===== src/rtl/game_card_dealer.sv =====
// Card dealer for the blackjack players: draws ranks from a finite deck with an
// LFSR, strobes each card to the master or slave player and sequences the round.
module game_card_dealer #(
    parameter logic [15:0] LFSR_SEED = 16'hACE1,
    parameter int unsigned SUITS     = 4,
    parameter int unsigned DEAL_GAP  = 2
) (
    input  logic       clock,
    input  logic       new_Game,
    input  logic       hitMaster,
    input  logic       standMaster,
    input  logic       finishMaster,
    input  logic       finishSlave,
    output logic [3:0] cardValue4,
    output logic       cardReadyMaster,
    output logic       cardReadySlave,
    output logic       masterTurn,
    output logic       roundOver,
    output logic       deckEmpty,
    output logic [5:0] cardsLeft
);

    localparam int unsigned DECK      = 13 * SUITS;
    localparam int unsigned GAP_W     = $clog2(DEAL_GAP + 1);
    localparam logic [15:0] LFSR_MASK = 16'hB400;
    localparam logic [3:0]  RETRY_MAX = 4'd15;

    typedef enum logic [1:0] {
        ST_INIT,
        ST_WAIT_MASTER,
        ST_SLAVE_TURN,
        ST_OVER
    } state_e;

    state_e             state_q, state_d;
    logic [15:0]        lfsr_q, lfsr_d;
    logic [2:0]         cnt_q [16];
    logic [2:0]         cnt_d [16];
    logic [5:0]         left_q, left_d;
    logic [3:0]         val_q, val_d;
    logic               rdy_m_q, rdy_m_d;
    logic               rdy_s_q, rdy_s_d;
    logic               empty_q, empty_d;
    logic               turn_q, turn_d;
    logic               over_q, over_d;
    logic [GAP_W-1:0]   gap_q, gap_d;
    logic [1:0]         deal_q, deal_d;
    logic               pend_q, pend_d;
    logic [3:0]         retry_q, retry_d;

    logic               draw_req_c;
    logic               to_master_c;
    logic [3:0]         fb_rank_c;
    logic [3:0]         pick_c;
    logic               accept_c;
    logic [3:0]         card_val_c;

    // Fallback rank: lowest rank still in the deck, used once the retry budget runs out
    always_comb begin
        fb_rank_c = 4'd1;
        for (int r = 13; r >= 1; r--) begin
            if (cnt_q[r] != 3'd0) fb_rank_c = 4'(r);
        end
    end

    // Candidate rank for this cycle and its card value; unused slots 0/14/15 stay empty
    always_comb begin
        pick_c   = (retry_q == RETRY_MAX) ? fb_rank_c : lfsr_q[3:0];
        accept_c = (cnt_q[pick_c] != 3'd0);
        case (pick_c)
            4'd1:                card_val_c = 4'd11;
            4'd11, 4'd12, 4'd13: card_val_c = 4'd10;
            default:             card_val_c = pick_c;
        endcase
    end

    // Round sequencing, draw acceptance and deck bookkeeping
    always_comb begin
        state_d     = state_q;
        lfsr_d      = lfsr_q[0] ? ((lfsr_q >> 1) ^ LFSR_MASK) : (lfsr_q >> 1);
        cnt_d       = cnt_q;
        left_d      = left_q;
        val_d       = val_q;
        rdy_m_d     = 1'b0;
        rdy_s_d     = 1'b0;
        empty_d     = empty_q;
        gap_d       = (gap_q != '0) ? gap_q - GAP_W'(1) : gap_q;
        deal_d      = deal_q;
        pend_d      = pend_q;
        retry_d     = 4'd0;
        draw_req_c  = 1'b0;
        to_master_c = 1'b0;

        if (gap_q == '0) begin
            case (state_q)
                ST_INIT: begin
                    draw_req_c  = 1'b1;
                    to_master_c = ~deal_q[0];
                end
                ST_WAIT_MASTER: begin
                    if (pend_q) begin
                        draw_req_c  = 1'b1;
                        to_master_c = 1'b1;
                    end else if (finishMaster || standMaster) begin
                        state_d = ST_SLAVE_TURN;
                    end else if (hitMaster) begin
                        draw_req_c  = 1'b1;
                        to_master_c = 1'b1;
                    end
                end
                ST_SLAVE_TURN: begin
                    if (finishSlave) state_d = ST_OVER;
                    else             draw_req_c = 1'b1;
                end
                default: ;
            endcase
        end

        if (draw_req_c) begin
            if (left_q == 6'd0) begin
                empty_d = 1'b1;
                pend_d  = 1'b0;
                state_d = ST_OVER;
            end else if (accept_c) begin
                cnt_d[pick_c] = cnt_q[pick_c] - 3'd1;
                left_d        = left_q - 6'd1;
                val_d         = card_val_c;
                rdy_m_d       = to_master_c;
                rdy_s_d       = ~to_master_c;
                gap_d         = GAP_W'(DEAL_GAP);
                pend_d        = 1'b0;
                if (state_q == ST_INIT) begin
                    deal_d = deal_q + 2'd1;
                    if (deal_q == 2'd3) state_d = ST_WAIT_MASTER;
                end
            end else begin
                retry_d = retry_q + 4'd1;
                pend_d  = (state_q == ST_WAIT_MASTER);
            end
        end

        turn_d = (state_d == ST_WAIT_MASTER);
        over_d = (state_d == ST_OVER);
    end

    // State and output registers with synchronous new-game reset
    always_ff @(posedge clock) begin
        if (new_Game) begin
            state_q <= ST_INIT;
            lfsr_q  <= LFSR_SEED;
            for (int r = 0; r < 16; r++) begin
                cnt_q[r] <= (r >= 1 && r <= 13) ? 3'(SUITS) : 3'd0;
            end
            left_q  <= 6'(DECK);
            val_q   <= 4'd0;
            rdy_m_q <= 1'b0;
            rdy_s_q <= 1'b0;
            empty_q <= 1'b0;
            turn_q  <= 1'b0;
            over_q  <= 1'b0;
            gap_q   <= '0;
            deal_q  <= 2'd0;
            pend_q  <= 1'b0;
            retry_q <= 4'd0;
        end else begin
            state_q <= state_d;
            lfsr_q  <= lfsr_d;
            cnt_q   <= cnt_d;
            left_q  <= left_d;
            val_q   <= val_d;
            rdy_m_q <= rdy_m_d;
            rdy_s_q <= rdy_s_d;
            empty_q <= empty_d;
            turn_q  <= turn_d;
            over_q  <= over_d;
            gap_q   <= gap_d;
            deal_q  <= deal_d;
            pend_q  <= pend_d;
            retry_q <= retry_d;
        end
    end

    // The forced fallback pick must always succeed while cards remain
    always_ff @(posedge clock) begin
        if (!new_Game && draw_req_c && left_q != 6'd0 && retry_q == RETRY_MAX) begin
            assert (accept_c);
        end
    end

    assign cardValue4      = val_q;
    assign cardReadyMaster = rdy_m_q;
    assign cardReadySlave  = rdy_s_q;
    assign masterTurn      = turn_q;
    assign roundOver       = over_q;
    assign deckEmpty       = empty_q;
    assign cardsLeft       = left_q;

endmodule


===== config.mk =====
export PLATFORM = sky130hd
export DESIGN_NAME = game_card_dealer
export DESIGN_NICKNAME = d
export VERILOG_FILES = /design/src/rtl/game_card_dealer.sv
export SDC_FILE = /design/constraint.sdc
export NUM_CORES = 1
export LEC_CHECK = 0
export ABC_AREA = 1
export BUFFER_PORTS_ARGS = -buffer_cell sky130_fd_sc_hd__buf_2
export CORE_ASPECT_RATIO = 0.75
export CORE_MARGIN = 2
export CORE_UTILIZATION = 35
export DETAILED_ROUTE_END_ITERATION = 10
export GPL_TIMING_DRIVEN = 0
export PLACE_DENSITY_LB_ADDON = 0.3
export SKIP_CTS_REPAIR_TIMING = 1
export SLEW_MARGIN = 20
export SYNTH_ARGS = -nofsm -noshare
export SYNTH_HDL_FRONTEND = slang
export SYNTH_SLANG_ARGS = --single-unit

===== constraint.sdc =====
create_clock -name clock -period 3.8 [get_ports clock]
set_input_delay 0.76 -clock clock [delete_from_list [all_inputs] [get_ports clock]]
set_output_delay 0.76 -clock clock [all_outputs]
set_load 0.05 [all_outputs]

---- Word level (Yosys, flattened, before mapping) ----
Cells that the tools add are included.
storage, ports and cells
  flip-flop bits (word level) ............. 90
  input port bits ......................... 6
  output and inout bits ................... 15
  word-level logic and storage cells ...... 125
operators by class
  add/sub/neg operators ................... 5
  magnitude comparators ................... 2
  equal/unequal tests ..................... 10
  mux-type cells .......................... 46
  bitwise operators ....................... 7
  reductions and logical operators ........ 26
operator list
  cell                                                      count
  two-way mux 4 bit                                         14
  bitwise mux 48 bit                                        1
  nonzero test 3 bit                                        14
  two-way mux 2 bit                                         13
  == test 4 bit, second input constant                      4
  two-way mux 16 bit                                        1
  binary-select mux 3 bit (select 4 bit)                    1
  demux 3 bit (select 4 bit)                                1
  two-way mux 3 bit                                         3
  two-way mux 1 bit                                         8
  case mux 4 bit (2 select lines)                           1
  OR reduction 4 bit                                        2
  == test 2 bit, second input constant                      3
  zero test 6 bit                                           1
  subtractor 6 x 1 -> 6 bit, second input constant          1
  greater-or-equal comparator 5 bit, second input constant  1
  < comparator 5 x 1 -> 1 bit, second input constant        1
  NOT 1 bit                                                 5
  NOT 4 -> 5 bit                                            1
  adder 4 x 1 -> 4 bit, second input constant               1
  == test 2 x 1 -> 1 bit, second input constant             2
  == test 4 x 1 -> 1 bit, second input constant             1
  zero test 2 bit                                           2
  NOT 3 -> 4 bit                                            1
  other kinds (13)                                          13

---- Logic depth before layout (Yosys ltp) ----
  word-level depth ........................ 24
  mapped depth ............................ 36
  gate-level depth less buffers ........... 34

---- Worst setup path after synthesis ----
No wires, ideal clock.
  path type ............................... register -> register
  from .................................... register retry_q[0]
  to ...................................... register cnt_q[26] (netlist name)
  library setup time ...................... 127 ps
  arrival ................................. 3,366 ps
  data required time ...................... 3,673 ps
  path slack .............................. 307 ps
  cell stages (with the launch flop) ...... 27
  path buffers ............................ 1
  period minus slack after synthesis ...... 3,493 ps
  cells stage by stage .................... dfxtp_1 ha_1 nand2_1 inv_2 nand2_1 inv_2 nand2_1 inv_1 a22oi_4 inv_2 nand2_1 nand2_1 nand2_1 nand2_2 nor2_8 buf_12 inv_2 ha_1 ha_1 nor2_4 inv_2 nor2_2 nand2_1 nor2_2 inv_2 a21oi_1 o21ai_1
on the way
  word-level cells in the longest chain between the ends .. 8
  elaborated cells between the ends (all ways) .. 15
  classes of those cells .................. add/sub (1); order compare (2); eq/ne (1); mux (7); bitwise (1); reduce/logical (3)
ends and longest elaborated chain
  item                                                                                 line     text
  from (decl)                                                                          49       logic [3:0] retry_q, retry_d;
  from (signal assigned)                                                               179      retry_q <= retry_d;
  == test 4 bit *                                                                      --
  two-way mux 4 bit *                                                                  68       pick_c = (retry_q == RETRY_MAX) ? fb_rank_c : lfsr_q[3:0];
  NOT 4 -> 5 bit (not written as such) *                                               69, 125
  binary-select mux 3 bit (select 4 bit), or another cell as far along                 69, 125
  two-way mux 3 bit (not written as such) / logical AND 1 bit (equally long branches)  69, 125
  two-way mux 3 bit (on tied branches)                                                 69, 125
  subtractor 3 x 1 -> 3 bit, or another cell as far along                              125      cnt_d[pick_c] = cnt_q[pick_c] - 3'd1;
  bitwise mux 48 bit / AND reduction 3 bit (equally long branches)                     --
  to (signal, indexed assignment)                                                      152      cnt_q[r] <= (r >= 1 && r <= 13) ? 3'(SUITS) : 3'd0;
  to (signal assigned)                                                                 168      cnt_q <= cnt_d;
  to (decl)                                                                            37       logic [2:0] cnt_q [16];
Mark *: on every way between the ends. The rest lies on a longest branch, timed or not. The select of a mux whose other input is x is not followed.
A chain may end at the register's enable or synchronous reset.

---- Worst setup path in the final report ----
  from .................................... register cnt_q[12] (netlist name)
  to ...................................... register cnt_q[35] (netlist name)
on the way
  word-level cells in the longest chain between the ends .. 19
  elaborated cells between the ends (all ways) .. 26
  classes of those cells .................. add/sub (1); order compare (2); mux (18); bitwise (1); reduce/logical (4)
ends and longest elaborated chain
  item                                                                                 line     text
  nonzero test 3 bit                                                                   62       if (cnt_q[r] != 3'd0) fb_rank_c = 4'(r);
  two-way mux 4 bit (11 in series)                                                     62
  two-way mux 4 bit                                                                    68
  NOT 4 -> 5 bit (not written as such)                                                 69, 125
  binary-select mux 3 bit (select 4 bit), or another cell as far along                 69, 125
  two-way mux 3 bit (not written as such) / logical AND 1 bit (equally long branches)  69, 125
  two-way mux 3 bit (on tied branches)                                                 69, 125
  subtractor 3 x 1 -> 3 bit, or another cell as far along                              125
  bitwise mux 48 bit / AND reduction 3 bit (equally long branches)                     --
Several ways; a longest one is shown, not always the timed one. The select of a mux whose other input is x is not followed.

==> run summary <==
Status - complete, no violations
Core area - 11,700 µm²
Drt first-iter violations - 323
Input/output buffers - 20
Clk_lat worst skew - 0.34 ns
Fmax - 265 MHz
Max-Cap Viols - 0
Async S/R FF share, synth - 0
Post-DP Area - 4570 µm²
Fin nets - 657
Yosys cell types - 41
Clock root cell - clkbuf_16
Critical path class - flop to flop
Area Growth Syn to Fin - 26.2%
Clock Sinks - 90
RD Place Congestion - 0.982
# IOs - 21
Gate power share - 0.309
Lkg Pwr - 2.35 nW
Worst path slowest cell - dfxtp_2
Clock power share - 0.311
Largest stage delay, worst path - 0.33 ns
Vias per cell - 4.97
Tmin final - 3.78 ns
Drt drc - 0
Htree depth - 3
Primary FF master, synth - dfxtp_1
Register area share after synthesis - 0.422
Synth Register Bits - 90
Period Utilization, post-route - 0.994
Max Transition Viols Final - 0
Number of detailed-route iterations in the first pass - 5
WL per Instance - 14.4 µm
Post-DRT Antenna Nets - 0
Synthesized net count - 591
Top-area cell type share of the netlist area - 0.422
Critical Path Sink Type - flop
Die Ht - 99.7 µm
Final number of setup-violating endpoints - 0
CP max FO - 8
Antenna violations before repair - 0
Hold crit path type - flop to flop
VDD IR max - 228 µV
Fillcell total - 1,181
CTS Buf Count - 9
Hold Vio Cnt, Final - 0
Area contributors post-synth - dfxtp_1 42%, nand2_1 10%, a21oi_1 6.2%, inv_1 5.2%, o21ai_0 4.3%
CTS tree - built
# diodes - 0
CP dominant cell by count - nand2_1
Total congestion overflow - 0
Int Power - 1.86 mW
Pwr dens - 542 nW/µm²
Seq pwr share - 0.380
Clock Skew - 0.00600 ns
Initial Util - 0.364
Die area - 13,100 µm²
Synth Cell Area - 4270 µm²
Avg Cell Area, Syn - 7.43 µm²
Largest net degree at the start of global routing - 17
Most common cell in the synthesized netlist - nand2_1
Required time worst endpoint - 4.03 ns
RSZ-0062 raised after global routing - true
Number of global-route vias before repair - 3,583
Worst slew pin tran - 0.637 ns
Die X - 132 µm
Synth Instances - 575
Reg clk slew, reported paths - 0.07 ns
Post-Place Cells - 757
HPWL after DPL - 7840 µm
Synth area leader - dfxtp_1
Synth warn - 0
Worst EP arrival - 4.01 ns
Switching power - 1.06 mW
Gr usage total - 0.170
Sw Ratio - 0.363
Non-Filler Instances - 808
Site row count - 34
Post-synth top cells - 116 x nand2_1, 90 x dfxtp_1, 59 x inv_1
Rel. slew slack - 0.576
Design Area, Final - 5390 µm²
Vias - 4,015
CTS Buffer Depth - 2
Layout cells sized above 1 - 0.288
Post-synth EDFFs - 0
Final Routed Wirelength - 11,600 µm
Crit start category - flop
Global-route wire length before repair - 17,900 µm
critical path: cells and delay by family, from the launching register on:
family,cells,cell delay (ns)
fa+ha+maj,2,0.37
flops,1,0.33
buf+inv,6,0.55
compound gates,4,0.33
simple gates,22,2.07
metrics by stage:
stage | hold slack, ns | setup slack (ns) | setup TNS (ns) | power [mW] | utilization
2_1_floorplan | 0.388 | 0.307 | 0 | 1.68 | -
3_3_place_gp | 0.393 | -0.475 | -12.47 | 1.86 | 0.389
3_5_place_dp | 0.396 | -0.552 | -15.56 | 1.87 | 0.389
4_1_cts | 0.408 | -0.579 | -17.02 | 2.77 | 0.415
5_1_grt | 0.419 | -0.229 | -6.74 | 3.07 | 0.459
6_report | 0.406 | 0.0244 | 0 | 2.92 | 0.459
cells in the final DEF (no fill, tap or decap), types with 2 or more instances in the layout:
| cell type | n |
|---|---|
| clkinvlp_4 | 2 |
| o22ai_2 | 2 |
| a21oi_1 | 48 |
| or2_2 | 6 |
| nand4_1 | 6 |
| nand2_4 | 5 |
| nand3b_1 | 7 |
| o21ai_0 | 22 |
| nand2_2 | 13 |
| nor3_1 | 10 |
| nor2_2 | 3 |
| nand3_1 | 16 |
| o31ai_1 | 2 |
| inv_6 | 2 |
| o211ai_1 | 3 |
| nor2_1 | 29 |
| nor2_4 | 17 |
| o21ai_2 | 10 |
| clkbuf_1 | 8 |
| a21oi_2 | 15 |
| o21ai_1 | 40 |
| inv_1 | 56 |
| dfxtp_2 | 2 |
| inv_4 | 5 |
| ha_1 | 8 |
| inv_2 | 23 |
| nor2_8 | 2 |
| dfxtp_1 | 88 |
| buf_2 | 20 |
| buf_1 | 2 |
| buf_4 | 34 |
| buf_12 | 3 |
| nand2_1 | 106 |
| clkbuf_16 | 10 |
kinds of logic (layout without fill, tap and decap cells):
kind of cell    after synthesis  after routing  share of synthesized area
flops                        90             90                      0.422
xor+xnor                      2              2                    0.00410
compound gates              148            148                      0.192
fa+ha+maj                    10             10                     0.0293
buf+inv                     102            173                     0.0990
simple gates                223            223                      0.253
area by class of cell:
| type | count | area [µm²] | area share |
|---|---|---|---|
| multi-input cells | 383 | 2230 | 0.414 |
| flip-flops and latches | 90 | 1800 | 0.335 |
| repair buffers | 55 | 380 | 0.0706 |
| inverters | 85 | 332 | 0.0615 |
| clock buffers | 9 | 225 | 0.0418 |
| well taps | 162 | 203 | 0.0376 |
| plain buffers | 17 | 136 | 0.0253 |
| clock inverters | 7 | 76.3 | 0.0142 |
per-layer routing:
metal | vias up | GRT usage | routed length, µm
met5 | - | 0 | 0
met4 | 0 | 0.0485 | 185
met2 | 116 | 0.253 | 5030
met3 | 22 | 0.0403 | 717
met1 | 1874 | 0.246 | 5710
li1 | 2003 | - | -
power groups by stage:
stage	Clock [mW]	Sequential (mW)	Combinational, mW
final	0.907	1.11	0.904
after global routing	0.965	1.12	0.986
after CTS	0.921	1.11	0.748
after detailed placement	0	1.13	0.745
after global placement	0	1.12	0.733
after floorplan	0	1.26	0.426
sequential cells by signal, indices dropped and copies added (netlist names):
register,flops
cardReadyMaster,1
cardReadySlave,1
cardValue4,4
cardsLeft,6
cnt_q,48
deal_q,2
deckEmpty,1
gap_q,2
lfsr_q,16
masterTurn,1
pend_q,1
retry_q,4
roundOver,1
state_q,2
worst paths after layout:
path | startpoint | depth (start not counted) | slack [ns] | end
worst max register to register | cnt_q[12]$_SDFFE_PP0P_ | 34 | 0.02 | cnt_q[35]$_SDFFE_PP1P_
worst max-delay path | cnt_q[12]$_SDFFE_PP0P_ | 34 | 0.02 | cnt_q[35]$_SDFFE_PP1P_
worst min-delay path | lfsr_q[15]$_SDFF_PP1_ | 2 | 0.41 | lfsr_q[14]$_SDFF_PP0_
worst min register to register | lfsr_q[15]$_SDFF_PP1_ | 2 | 0.41 | lfsr_q[14]$_SDFF_PP0_
No activity file was read; power rests on OpenSTA's default activity.
